<file path="config.mk">
export PLATFORM = sky130hd
export DESIGN_NAME = kbd_disp_port
export DESIGN_NICKNAME = d
export VERILOG_FILES = /design/src/rtl/kbd_disp_port.sv
export SDC_FILE = /design/constraint.sdc
export NUM_CORES = 1
export LEC_CHECK = 0
export BUFFER_PORTS_ARGS = -buffer_cell sky130_fd_sc_hd__buf_2
export CORE_MARGIN = 2
export CORE_UTILIZATION = 55
export CTS_BUF_LIST = sky130_fd_sc_hd__clkbuf_4
export CTS_CLUSTER_SIZE = 40
export DETAILED_ROUTE_END_ITERATION = 16
export PLACE_DENSITY = 0.89
export SETUP_SLACK_MARGIN = 0.3
export SLEW_MARGIN = 30
export SYNTH_ARGS = -nofsm -noshare
export SYNTH_HDL_FRONTEND = slang
export SYNTH_SLANG_ARGS = --single-unit
</file>
<file path="constraint.sdc">
create_clock -name clkin -period 2.58 [get_ports clkin]
set_clock_uncertainty 0.15 [all_clocks]
set_input_delay 0.258 -clock clkin [delete_from_list [all_inputs] [get_ports clkin]]
set_output_delay 0.258 -clock clkin [all_outputs]
set_load 0.05 [all_outputs]
</file>
<file path="src/rtl/kbd_disp_port.sv">
// kbd_disp_port: pad-side responder for CPU keyboard reads (en_inp) and display writes (en_out).
// Keyboard bytes are synchronised, strobe-edge qualified and queued in a small FIFO.
// Display writes drive disp_pad with a timed strobe followed by a hold window.
// Optional feature: define KBD_IRQ_EN to enable a registered keyboard interrupt on kbd_irq;
// when undefined kbd_irq is tied low and no extra flops are built.
module kbd_disp_port #(
  parameter int unsigned FIFO_DEPTH = 4,
  parameter int unsigned STB_CYC    = 4,
  parameter int unsigned HOLD_CYC   = 2
) (
  input  logic        clkin,
  input  logic        rstn,
  input  logic [7:0]  kbd_pad,
  input  logic        kbd_stb_pad,
  input  logic        en_inp,
  input  logic        en_out,
  input  logic [7:0]  cpu_wdata,
  output logic [15:0] cpu_rdata,
  output logic [7:0]  disp_pad,
  output logic        disp_stb_pad,
  output logic        kbd_irq
);

  localparam int unsigned PTR_W   = (FIFO_DEPTH > 1) ? $clog2(FIFO_DEPTH) : 1;
  localparam int unsigned CNT_W   = $clog2(FIFO_DEPTH) + 1;
  localparam int unsigned TMR_MAX = (STB_CYC > HOLD_CYC) ? STB_CYC : HOLD_CYC;
  localparam int unsigned TMR_W   = (TMR_MAX > 1) ? $clog2(TMR_MAX) : 1;

  typedef enum logic [1:0] {
    S_IDLE   = 2'd0,
    S_STROBE = 2'd1,
    S_HOLD   = 2'd2
  } disp_state_t;

  // Synchroniser and enable-edge registers
  logic [7:0] kbd_s1, kbd_s2;
  logic       stb_s1, stb_s2, stb_s3;
  logic       en_inp_d, en_out_d;

  // FIFO state
  logic [7:0]       mem [FIFO_DEPTH];
  logic [PTR_W-1:0] wr_ptr, rd_ptr, wr_ptr_n, rd_ptr_n;
  logic [CNT_W-1:0] fifo_cnt, fifo_cnt_n;
  logic             kbd_ovf, kbd_ovf_n;
  logic             disp_ovf, disp_ovf_n;

  // Display FSM state
  disp_state_t      state, state_n;
  logic [TMR_W-1:0] tmr, tmr_n;
  logic [7:0]       disp_pad_n;
  logic             disp_stb_n;

  logic kbd_push, rd_edge, wr_edge;
  logic fifo_empty, fifo_full, do_pop, do_push, push_drop;
  logic disp_busy, disp_drop;
  logic [7:0] head;

  assign kbd_push = stb_s2 & ~stb_s3;
  assign rd_edge  = en_inp & ~en_inp_d;
  assign wr_edge  = en_out & ~en_out_d;

  // Two-flop synchronisers on pad inputs, third strobe flop for edge detect, enable history
  always_ff @(posedge clkin or negedge rstn) begin
    if (!rstn) begin
      kbd_s1   <= 8'h00;
      kbd_s2   <= 8'h00;
      stb_s1   <= 1'b0;
      stb_s2   <= 1'b0;
      stb_s3   <= 1'b0;
      en_inp_d <= 1'b0;
      en_out_d <= 1'b0;
    end else begin
      kbd_s1   <= kbd_pad;
      kbd_s2   <= kbd_s1;
      stb_s1   <= kbd_stb_pad;
      stb_s2   <= stb_s1;
      stb_s3   <= stb_s2;
      en_inp_d <= en_inp;
      en_out_d <= en_out;
    end
  end

  // FIFO push/pop arbitration and sticky overflow flags (a new event wins over read-clear)
  always_comb begin
    fifo_empty = (fifo_cnt == CNT_W'(0));
    fifo_full  = (fifo_cnt == CNT_W'(FIFO_DEPTH));
    do_pop     = rd_edge & ~fifo_empty;
    do_push    = kbd_push & (~fifo_full | do_pop);
    push_drop  = kbd_push & fifo_full & ~do_pop;

    wr_ptr_n   = do_push ? wr_ptr + PTR_W'(1) : wr_ptr;
    rd_ptr_n   = do_pop  ? rd_ptr + PTR_W'(1) : rd_ptr;
    fifo_cnt_n = fifo_cnt + CNT_W'(do_push) - CNT_W'(do_pop);

    kbd_ovf_n  = kbd_ovf;
    disp_ovf_n = disp_ovf;
    if (rd_edge) begin
      kbd_ovf_n  = 1'b0;
      disp_ovf_n = 1'b0;
    end
    if (push_drop) kbd_ovf_n  = 1'b1;
    if (disp_drop) disp_ovf_n = 1'b1;
  end

  // FIFO pointer, count and flag registers
  always_ff @(posedge clkin or negedge rstn) begin
    if (!rstn) begin
      wr_ptr   <= '0;
      rd_ptr   <= '0;
      fifo_cnt <= '0;
      kbd_ovf  <= 1'b0;
      disp_ovf <= 1'b0;
    end else begin
      wr_ptr   <= wr_ptr_n;
      rd_ptr   <= rd_ptr_n;
      fifo_cnt <= fifo_cnt_n;
      kbd_ovf  <= kbd_ovf_n;
      disp_ovf <= disp_ovf_n;
    end
  end

  // FIFO storage; contents are don't-care while the slot is not counted as valid
  always_ff @(posedge clkin) begin
    if (do_push) mem[wr_ptr] <= kbd_s2;
  end

  // Display FSM next-state: latch byte, strobe for STB_CYC, hold for HOLD_CYC
  always_comb begin
    state_n    = state;
    tmr_n      = tmr;
    disp_pad_n = disp_pad;
    disp_stb_n = disp_stb_pad;
    disp_busy  = (state != S_IDLE);
    disp_drop  = wr_edge & (state != S_IDLE);
    case (state)
      S_IDLE: begin
        if (wr_edge) begin
          disp_pad_n = cpu_wdata;
          disp_stb_n = 1'b1;
          tmr_n      = TMR_W'(STB_CYC - 1);
          state_n    = S_STROBE;
        end
      end
      S_STROBE: begin
        if (tmr == TMR_W'(0)) begin
          disp_stb_n = 1'b0;
          tmr_n      = TMR_W'(HOLD_CYC - 1);
          state_n    = S_HOLD;
        end else begin
          tmr_n = tmr - TMR_W'(1);
        end
      end
      S_HOLD: begin
        if (tmr == TMR_W'(0)) begin
          state_n = S_IDLE;
        end else begin
          tmr_n = tmr - TMR_W'(1);
        end
      end
      default: begin
        state_n    = S_IDLE;
        disp_stb_n = 1'b0;
        tmr_n      = '0;
      end
    endcase
  end

  // Display FSM state and pad registers
  always_ff @(posedge clkin or negedge rstn) begin
    if (!rstn) begin
      state        <= S_IDLE;
      tmr          <= '0;
      disp_pad     <= 8'h00;
      disp_stb_pad <= 1'b0;
    end else begin
      state        <= state_n;
      tmr          <= tmr_n;
      disp_pad     <= disp_pad_n;
      disp_stb_pad <= disp_stb_n;
    end
  end

  // Status word is a pure decode of registers so the CPU sees it with no added latency
  assign head      = fifo_empty ? 8'h00 : mem[rd_ptr];
  assign cpu_rdata = {~fifo_empty, kbd_ovf, disp_ovf, disp_busy, 4'h0, head};

`ifdef KBD_IRQ_EN
  // Interrupt tracks the post-update FIFO occupancy and overflow flag
  always_ff @(posedge clkin or negedge rstn) begin
    if (!rstn) kbd_irq <= 1'b0;
    else       kbd_irq <= (fifo_cnt_n != CNT_W'(0)) | kbd_ovf_n;
  end
`else
  assign kbd_irq = 1'b0;
`endif

endmodule

</file>
==> results.tsv, run 1 <==
stage	metric	value	unit
job	Max Cap Viol	0	
place	Post-DP Area	3280	um^2
sta	TNS Setup	0	ns
global_route	pin count of the biggest net entering global routing	44	
floorplanning	CORE AREA	5440	um^2
floorplanning	I/O pin total	47	
finish	share of cells above drive strength 1	44.4	%
synth	sequential area share after synthesis	66.6	%
worst_hold_path	Hold WC Path Type	flop to flop	
critical_path	Max stage delay on crit path	0.50	ns
clock_network	# clock sinks	75	
synth	post-synth design cell area	3060	um^2
critical_path	Arrival @ worst endpoint	1.78	ns
critical_path	r2r startpoint	fifo_cnt[1]$_DFF_PN0_	
power_and_ir_drop	Leak	1.62	nW
global_route	GR Layer Usage met1	18.4	%
synth	mux contribution to synthesized area	10.6	%
synth	Post-synth top flop	dfrtp_1	
critical_path	CP Class	flop to output port	
route	Initial DRC Count	44	
synth	mean area per synthesized cell	17.5	um^2
synth	Yosys reg bits	75	
sta	unrepaired setup endpoints after global routing	false	
synth	largest family of logic cells by synthesized area	multiplexers	
global_route	initial antenna violation count	0	
critical_path	reg2reg setup slack	0.41	ns
global_route	routing usage on met3	4.60	%
worst_hold_path	worst min-delay path startpoint	kbd_s1[0]$_DFF_PN0_	
synth	Synth warnings	0	
global_route	GRT Total Usage	17.4	%
global_route	first-pass GRT wire length	7870	um
floorplanning	die area	6170	um^2
synth	Async SR Flop Fraction	57.3	%
sta	Slew HR	64.6	%
critical_path	Req. time, crit path	2.17	ns
synth	leading area contributor after synthesis	dfrtp_1	
synth	post-synthesis cell count	175	
global_route	gr ovfl total	0	
synth	Post-synth EDFFs	32	
sta	Finish-stage setup viols	0	
finish	antenna cells	0	
floorplanning	row count	27	
finish	nets@finish	277	
sta	Slew @ Worst Pin	0.531	ns
critical_path	crit path cell chain	buf_4, mux4_2, nor2b_4, buf_2	
route	Vias	1606	
route	post-route DRC violation count	0	
floorplanning	DIE WIDTH	78.6	um
place	dpl ws	0.202	ns
critical_path	Reg-to-Reg End	fifo_cnt[2]$_DFF_PN0_	
floorplanning	die height	78.6	um
clock_network	number of buffers created by CTS	9	
global_route	vias in the first global route	1705	
clock_network	Clock Path Buffers	2	
sta	Max Freq	457	MHz
worst_hold_path	worst hold path cell count	0	
place	Final HPWL DP	3010	um
power_and_ir_drop	VDD IR max	1.03	mV
clock_network	CTS tree	yes	
place	Final GP Congestion	0.757	
synth	Adder-Cell Fraction of Synth Area	3.93	%
clock_network	Clock Latency Late Sink	0.40	ns
run_status	status	finished clean	
synth	Distinct cells, synth	37	
critical_path	R2R depth	10	
clock_network	Clock Pin Slew Worst Setup and Hold Paths	0.10	ns
synth	Synth Area in XOR/XNOR	1.72	%
finish	Area Overhead vs Synth	21.5	%
synth	Synth area leaders	dfrtp_1 (35%), edfxtp_1 (31%), mux4_2 (5.9%)	
global_route	met2 Resource Use GR	31.9	%
critical_path	Crit Path Max Fanout	5	
sta	Period minus WS final	2.19	ns
place	Port Buffer Count	41	
finish	fillers	368	
sta	Hold Slack	0.207	ns
finish	post-route cell area	3720	um^2
sta	final hold vios	0	
sta	max-slew violations	0	
global_route	grt peak-use layer	met2	
synth	Synth Area in Compound Gates	3.23	%
sta	fin crit share	84.8	%
critical_path	CP max stage cell	mux4_2	
route	WL per Instance	14.8	um
route	Avg Vias per Cell	4.96	
critical_path	crit path capture type	output port	
route	drt pass-1 iters	7	
route	Total Routed Length	4800	um
sta	min setup slack post-route	0.393	ns
route	antenna-violating nets left	0	
floorplanning	Initial Util	56.2	%
power_and_ir_drop	pwr/cell area	1190	nW/um^2
synth	post-synthesis simple-gate area fraction	8.59	%
worst_hold_path	WHS Endpoint	kbd_s2[0]$_DFF_PN0_	
critical_path	CP Launch Type	flop	
clock_network	H-tree depth	3	
synth	share of Yosys cell area claimed by the top area cell type	35.2	%
clock_network	Clock Root Buffer	clkbuf_4	
==> report_power, final <==
part	switching, W	leakage (nW)	internal, W	total, W
sequential	0.000237	0.792	0.00150	0.00174
combinational	0.00123	0.753	0.000830	0.00206
clock	0.000354	0.0706	0.000263	0.000617
total	0.00182	1.62	0.00259	0.00441
==> metal layers <==
metal	up-vias	part of all wire, %
met5	-	0
met1	802	38
met4	0	2.1
met3	11	4.8
met2	51	55
li1	742	-
==> through the flow <==
stage | std cells | total power (W) | util, %
floorplan | 179 | 0.00335 | -
global placement | 281 | 0.00359 | 60.3
detailed placement | 281 | 0.00366 | 60.3
CTS | 320 | 0.00433 | 66.7
global route | 324 | 0.00464 | 68.3
finish | 324 | 0.00441 | 68.3
==> cells in the final DEF (no fill, tap or decap), types with 2 or more instances in the layout <==
| cell | netlist | routed |
|---|---|---|
| inv_1 | 11 | 8 |
| conb_1 | 1 | 5 |
| edfxtp_1 | 32 | 32 |
| buf_4 | 9 | 11 |
| ha_4 | 0 | 2 |
| clkbuf_4 | 0 | 15 |
| nand2_1 | 3 | 3 |
| and2_1 | 4 | 4 |
| xnor2_1 | 3 | 2 |
| nor2_1 | 2 | 2 |
| xor2_1 | 3 | 3 |
| buf_2 | 1 | 40 |
| inv_2 | 0 | 3 |
| dfrtp_1 | 43 | 39 |
| mux4_2 | 8 | 8 |
| nand2b_4 | 1 | 2 |
| dfrtp_2 | 0 | 4 |
| ha_1 | 8 | 6 |
| a21oi_1 | 2 | 2 |
| nor2_8 | 2 | 2 |
| o21a_1 | 2 | 2 |
| dlygate4sd3_1 | 0 | 20 |
| nor2b_4 | 8 | 8 |
| mux2_4 | 9 | 9 |
| o21ai_0 | 3 | 3 |
==> cell type report <==
cell class	count	area, um^2	area share (%)
flip-flops and latches	75	2040	54.9
multi-input cells	78	938	25.2
repair buffers	71	483	13.0
clock buffers	15	113	3.03
well taps	72	90.1	2.42
inverters	12	47.5	1.28
clock inverters	1	3.75	0.101
==> how the worst max path moves through the flow <==
stage / end / depth (start not counted) / slack, ns / start
2_1_floorplan: fifo_cnt[2]$_DFF_PN0_ / 10 / 0.31 / fifo_cnt[2]$_DFF_PN0_
3_3_place_gp: fifo_cnt[2]$_DFF_PN0_ / 10 / 0.31 / fifo_cnt[2]$_DFF_PN0_
3_5_place_dp: fifo_cnt[2]$_DFF_PN0_ / 10 / 0.20 / fifo_cnt[2]$_DFF_PN0_
4_1_cts: fifo_cnt[2]$_DFF_PN0_ / 10 / 0.30 / fifo_cnt[1]$_DFF_PN0_
5_1_grt: cpu_rdata[6] / 4 / 0.31 / rd_ptr[0]$_DFFE_PN0N_
6_report: cpu_rdata[6] / 4 / 0.39 / rd_ptr[0]$_DFFE_PN0N_
==> critical path: cells and delay by family, from the launching register on <==
kind / cells / cell delay [ns]
mux: 1 / 0.50
flops: 1 / 0.38
buf+inv: 2 / 0.37
simple gates: 1 / 0.13
==> synth_stat cells, drive strengths merged (2+ instances only) <==
cell	instances
dfrtp	43
xnor2	3
edfxtp	32
a21oi	3
mux2	9
mux4	8
a21o	2
nor3b	2
o21ai	3
nor2b	9
inv	12
nor2	5
buf	13
o21a	2
nand2b	3
ha	8
xor2	3
and2	4
nand2	3
==> state kept, by name, indices dropped and copies added (netlist names), 2 cells and up <==
signal    count
disp_pad      8
fifo_cnt      3
kbd_s1        8
kbd_s2        8
mem          32
rd_ptr        2
state         2
tmr           2
wr_ptr        2
==> what timing repair did <==
action | in CTS | in global routing
hold endpoints to repair | 62 | 0
setup buffers | 3 | 4
hold buffers | 20 | 0
pin swaps | 1 | 6
setup endpoints to repair | 7 | 1
resized for setup | 2 | 14
==> logic make-up after synthesis <==
group                      Yosys count
buffers and inverters               26
DFF                                 75
and+or+nand+nor                     27
AOI/OAI and AO/OA                   13
xor gates and xnor gates             6
muxes                               18
other                                1
adders and majority gates            9
Power figures use the tool's default switching activity.
==> run 2: changes to the inputs <==
==> constraint.sdc (replaced) <==
create_clock -name clkin -period 2.3 [get_ports clkin]
set_clock_uncertainty 0.15 [all_clocks]
set_input_delay 0.23 -clock clkin [delete_from_list [all_inputs] [get_ports clkin]]
set_output_delay 0.23 -clock clkin [all_outputs]
set_load 0.05 [all_outputs]
==> run 2 against run 1 <==
Against the previous run: worst hold slack worse by 0.13 ns; die area is the same; sequential cell count stayed put; critical path depth grew 5; first-iteration DRC count grew 150%; total power up 18%; critical endpoint is now fifo_cnt[2]$_DFF_PN0_; highest routed layer unchanged.
==> results.tsv, run 2 (synthesis results as in run 1) <==
stage	metric	value	unit
sta	max-slew violations	0	
finish	share of cells above drive strength 1	44.5	%
job	Max Cap Viol	0	
clock_network	Clock Pin Slew Worst Setup and Hold Paths	0.11	ns
floorplanning	CORE AREA	5440	um^2
power_and_ir_drop	combinational group share of total power	50.3	%
floorplanning	Initial Util	56.2	%
critical_path	end of the critical path	fifo_cnt[2]$_DFF_PN0_	
floorplanning	die height	78.6	um
sta	min setup slack post-route	0.0882	ns
place	cell total after placement	285	
place	dpl ws	0.0825	ns
sta	TNS Setup	0	ns
floorplanning	I/O pin total	47	
finish	largest reg by FF count	mem	
floorplanning	DIE WIDTH	78.6	um
place	Final GP Congestion	0.802	
finish	most frequent cells in the layout	dfrtp_1 (40), buf_2 (32), edfxtp_1 (32)	
sta	Period minus WS final	2.21	ns
route	Vias	1601	
clock_network	CTS tree	yes	
power_and_ir_drop	share of power burned in registers	37.6	%
sta	final hold vios	0	
global_route	gr ovfl total	0	
clock_network	Clock Latency Late Sink	0.38	ns
place	Port Buffer Count	41	
finish	antenna cells	0	
critical_path	CP Class	flop to flop	
power_and_ir_drop	VDD IR max	1.41	mV
critical_path	R2R depth	9	
critical_path	Max stage delay on crit path	0.48	ns
critical_path	CP Launch Type	flop	
global_route	pin count of the biggest net entering global routing	19	
power_and_ir_drop	Int Power	0.00309	W
floorplanning	die area	6170	um^2
critical_path	Req. time, crit path	2.43	ns
critical_path	CP max stage cell	dfrtp_2	
power_and_ir_drop	pwr/cell area	1350	nW/um^2
route	Total Routed Length	5430	um
finish	Area Overhead vs Synth	26.1	%
critical_path	Crit Path Max Fanout	3	
critical_path	r2r startpoint	fifo_cnt[0]$_DFF_PN0_	
finish	commonest non-fill, non-tap cell in the layout	dfrtp_1	
global_route	vias in the first global route	1757	
clock_network	# clock sinks	75	
finish	max FFs per register	32	
route	antenna-violating nets left	0	
critical_path	reg2reg setup slack	0.09	ns
sta	fin crit share	96.2	%
global_route	initial antenna violation count	0	
critical_path	crit path capture type	flop	
critical_path	crit path cell chain	nor3_4, nor2_4, ha_4, inv_2, ha_4, inv_2, fa_2, xnor2_2, xnor2_1	
clock_network	number of buffers created by CTS	9	
clock_network	Clock Path Buffers	2	
run_status	status	finished clean	
finish	non-filler cells, final	328	
sta	Finish-stage setup viols	0	
clock_network	Clock Root Buffer	clkbuf_4	
critical_path	Arrival @ worst endpoint	2.35	ns
route	post-route DRC violation count	0	
finish	nets@finish	281	
power_and_ir_drop	Leak	1.67	nW
route	Avg Vias per Cell	4.88	
floorplanning	row count	27	
power_and_ir_drop	overall power	0.00522	W
route	WL per Instance	16.6	um
place	Final HPWL DP	3330	um
critical_path	Reg-to-Reg End	fifo_cnt[2]$_DFF_PN0_	
clock_network	H-tree depth	3	
worst_hold_path	Hold WC Path Type	input port to flop	
global_route	GRT Total Usage	19.7	%
power_and_ir_drop	clock share of power	12.1	%
critical_path	CP startpoint	fifo_cnt[0]$_DFF_PN0_	
power_and_ir_drop	P_sw	0.00213	W
sta	unrepaired setup endpoints after global routing	true	
sta	Max Freq	452	MHz
route	Initial DRC Count	108	
power_and_ir_drop	Sw Ratio	40.7	%
route	drt pass-1 iters	4	
global_route	first-pass GRT wire length	8690	um
==> run 2: changes by cell type in the layout (fill, tap and decap cells not counted), moves of 2 or more <==
cell	delta
inv_2	+2
buf_6	+10
buf_4	-3
clkbuf_4	-4
buf_2	-8
clkinv_2	+2
==> run 2: layout make-up <==
class                           instances  area, um^2
Clock buffer                           11        82.6
Clock inverter                          5        21.3
Fill cell                             337        1580
Inverter                               12        47.5
Multi-Input combinational cell         78         938
Sequential cell                        75        2040
Tap cell                               72        90.1
Timing Repair Buffer                   75         636
==> run 2: repair_timing <==
action                                  in CTS  in global routing
gates resized for setup                     29                 11
endpoints found under the setup margin      11                 11
setup buffers                                3                  1
hold endpoints to repair                    62                  1
hold buffers                                20                  1
pin swaps                                    2                  7
gates cloned                                 2                  0
==> run 2: how the worst min path moves through the flow <==
stage | cells past startpoint | start | end
floorplan | 0 | rstn | disp_ovf$_DFFE_PN0P_
global placement | 1 | rstn | stb_s1$_DFF_PN0_
detailed placement | 1 | rstn | disp_pad[3]$_DFFE_PN0P_
CTS | 3 | en_inp | kbd_ovf$_DFFE_PN0P_
global route | 4 | en_inp | disp_ovf$_DFFE_PN0P_
finish | 4 | en_inp | disp_ovf$_DFFE_PN0P_
==> run 2: per-stage QoR <==
step	area (um^2)	hold WS, ns	util (%)
after floorplan	3080	-0.216	-
after global placement	3320	0.00827	61.1
after detailed placement	3320	0.0156	61.1
after CTS	3800	0.0101	69.9
after global routing	3860	0.0795	70.9
final	3860	0.0809	70.9
==> run 2: per-layer routing <==
| layer | vias to the layer above | part of all wire, % | global-route usage [%] |
|---|---|---|---|
| met5 | - | 0 | 0 |
| met4 | 0 | 1.4 | 10.7 |
| met3 | 7 | 3.4 | 4.25 |
| met2 | 43 | 55 | 33.8 |
| met1 | 803 | 40 | 23.2 |
| li1 | 748 | - | - |
==> run 2: critical path: cells and delay by family, from the launching register on <==
kind          cells  cell delay [ns]
flops             1             0.48
xor+xnor          2             0.26
buf+inv           2             0.10
fa+ha+maj         3             0.75
simple gates      2             0.37
==> run 2: power by group through the flow <==
stage	clock, W	combinational, W	sequential (W)
5_1_grt	0.000716	0.00277	0.00200
6_report	0.000634	0.00262	0.00196
4_1_cts	0.000663	0.00260	0.00196
3_3_place_gp	0	0.00213	0.00193
2_1_floorplan	0	0.00165	0.00212
3_5_place_dp	0	0.00220	0.00195
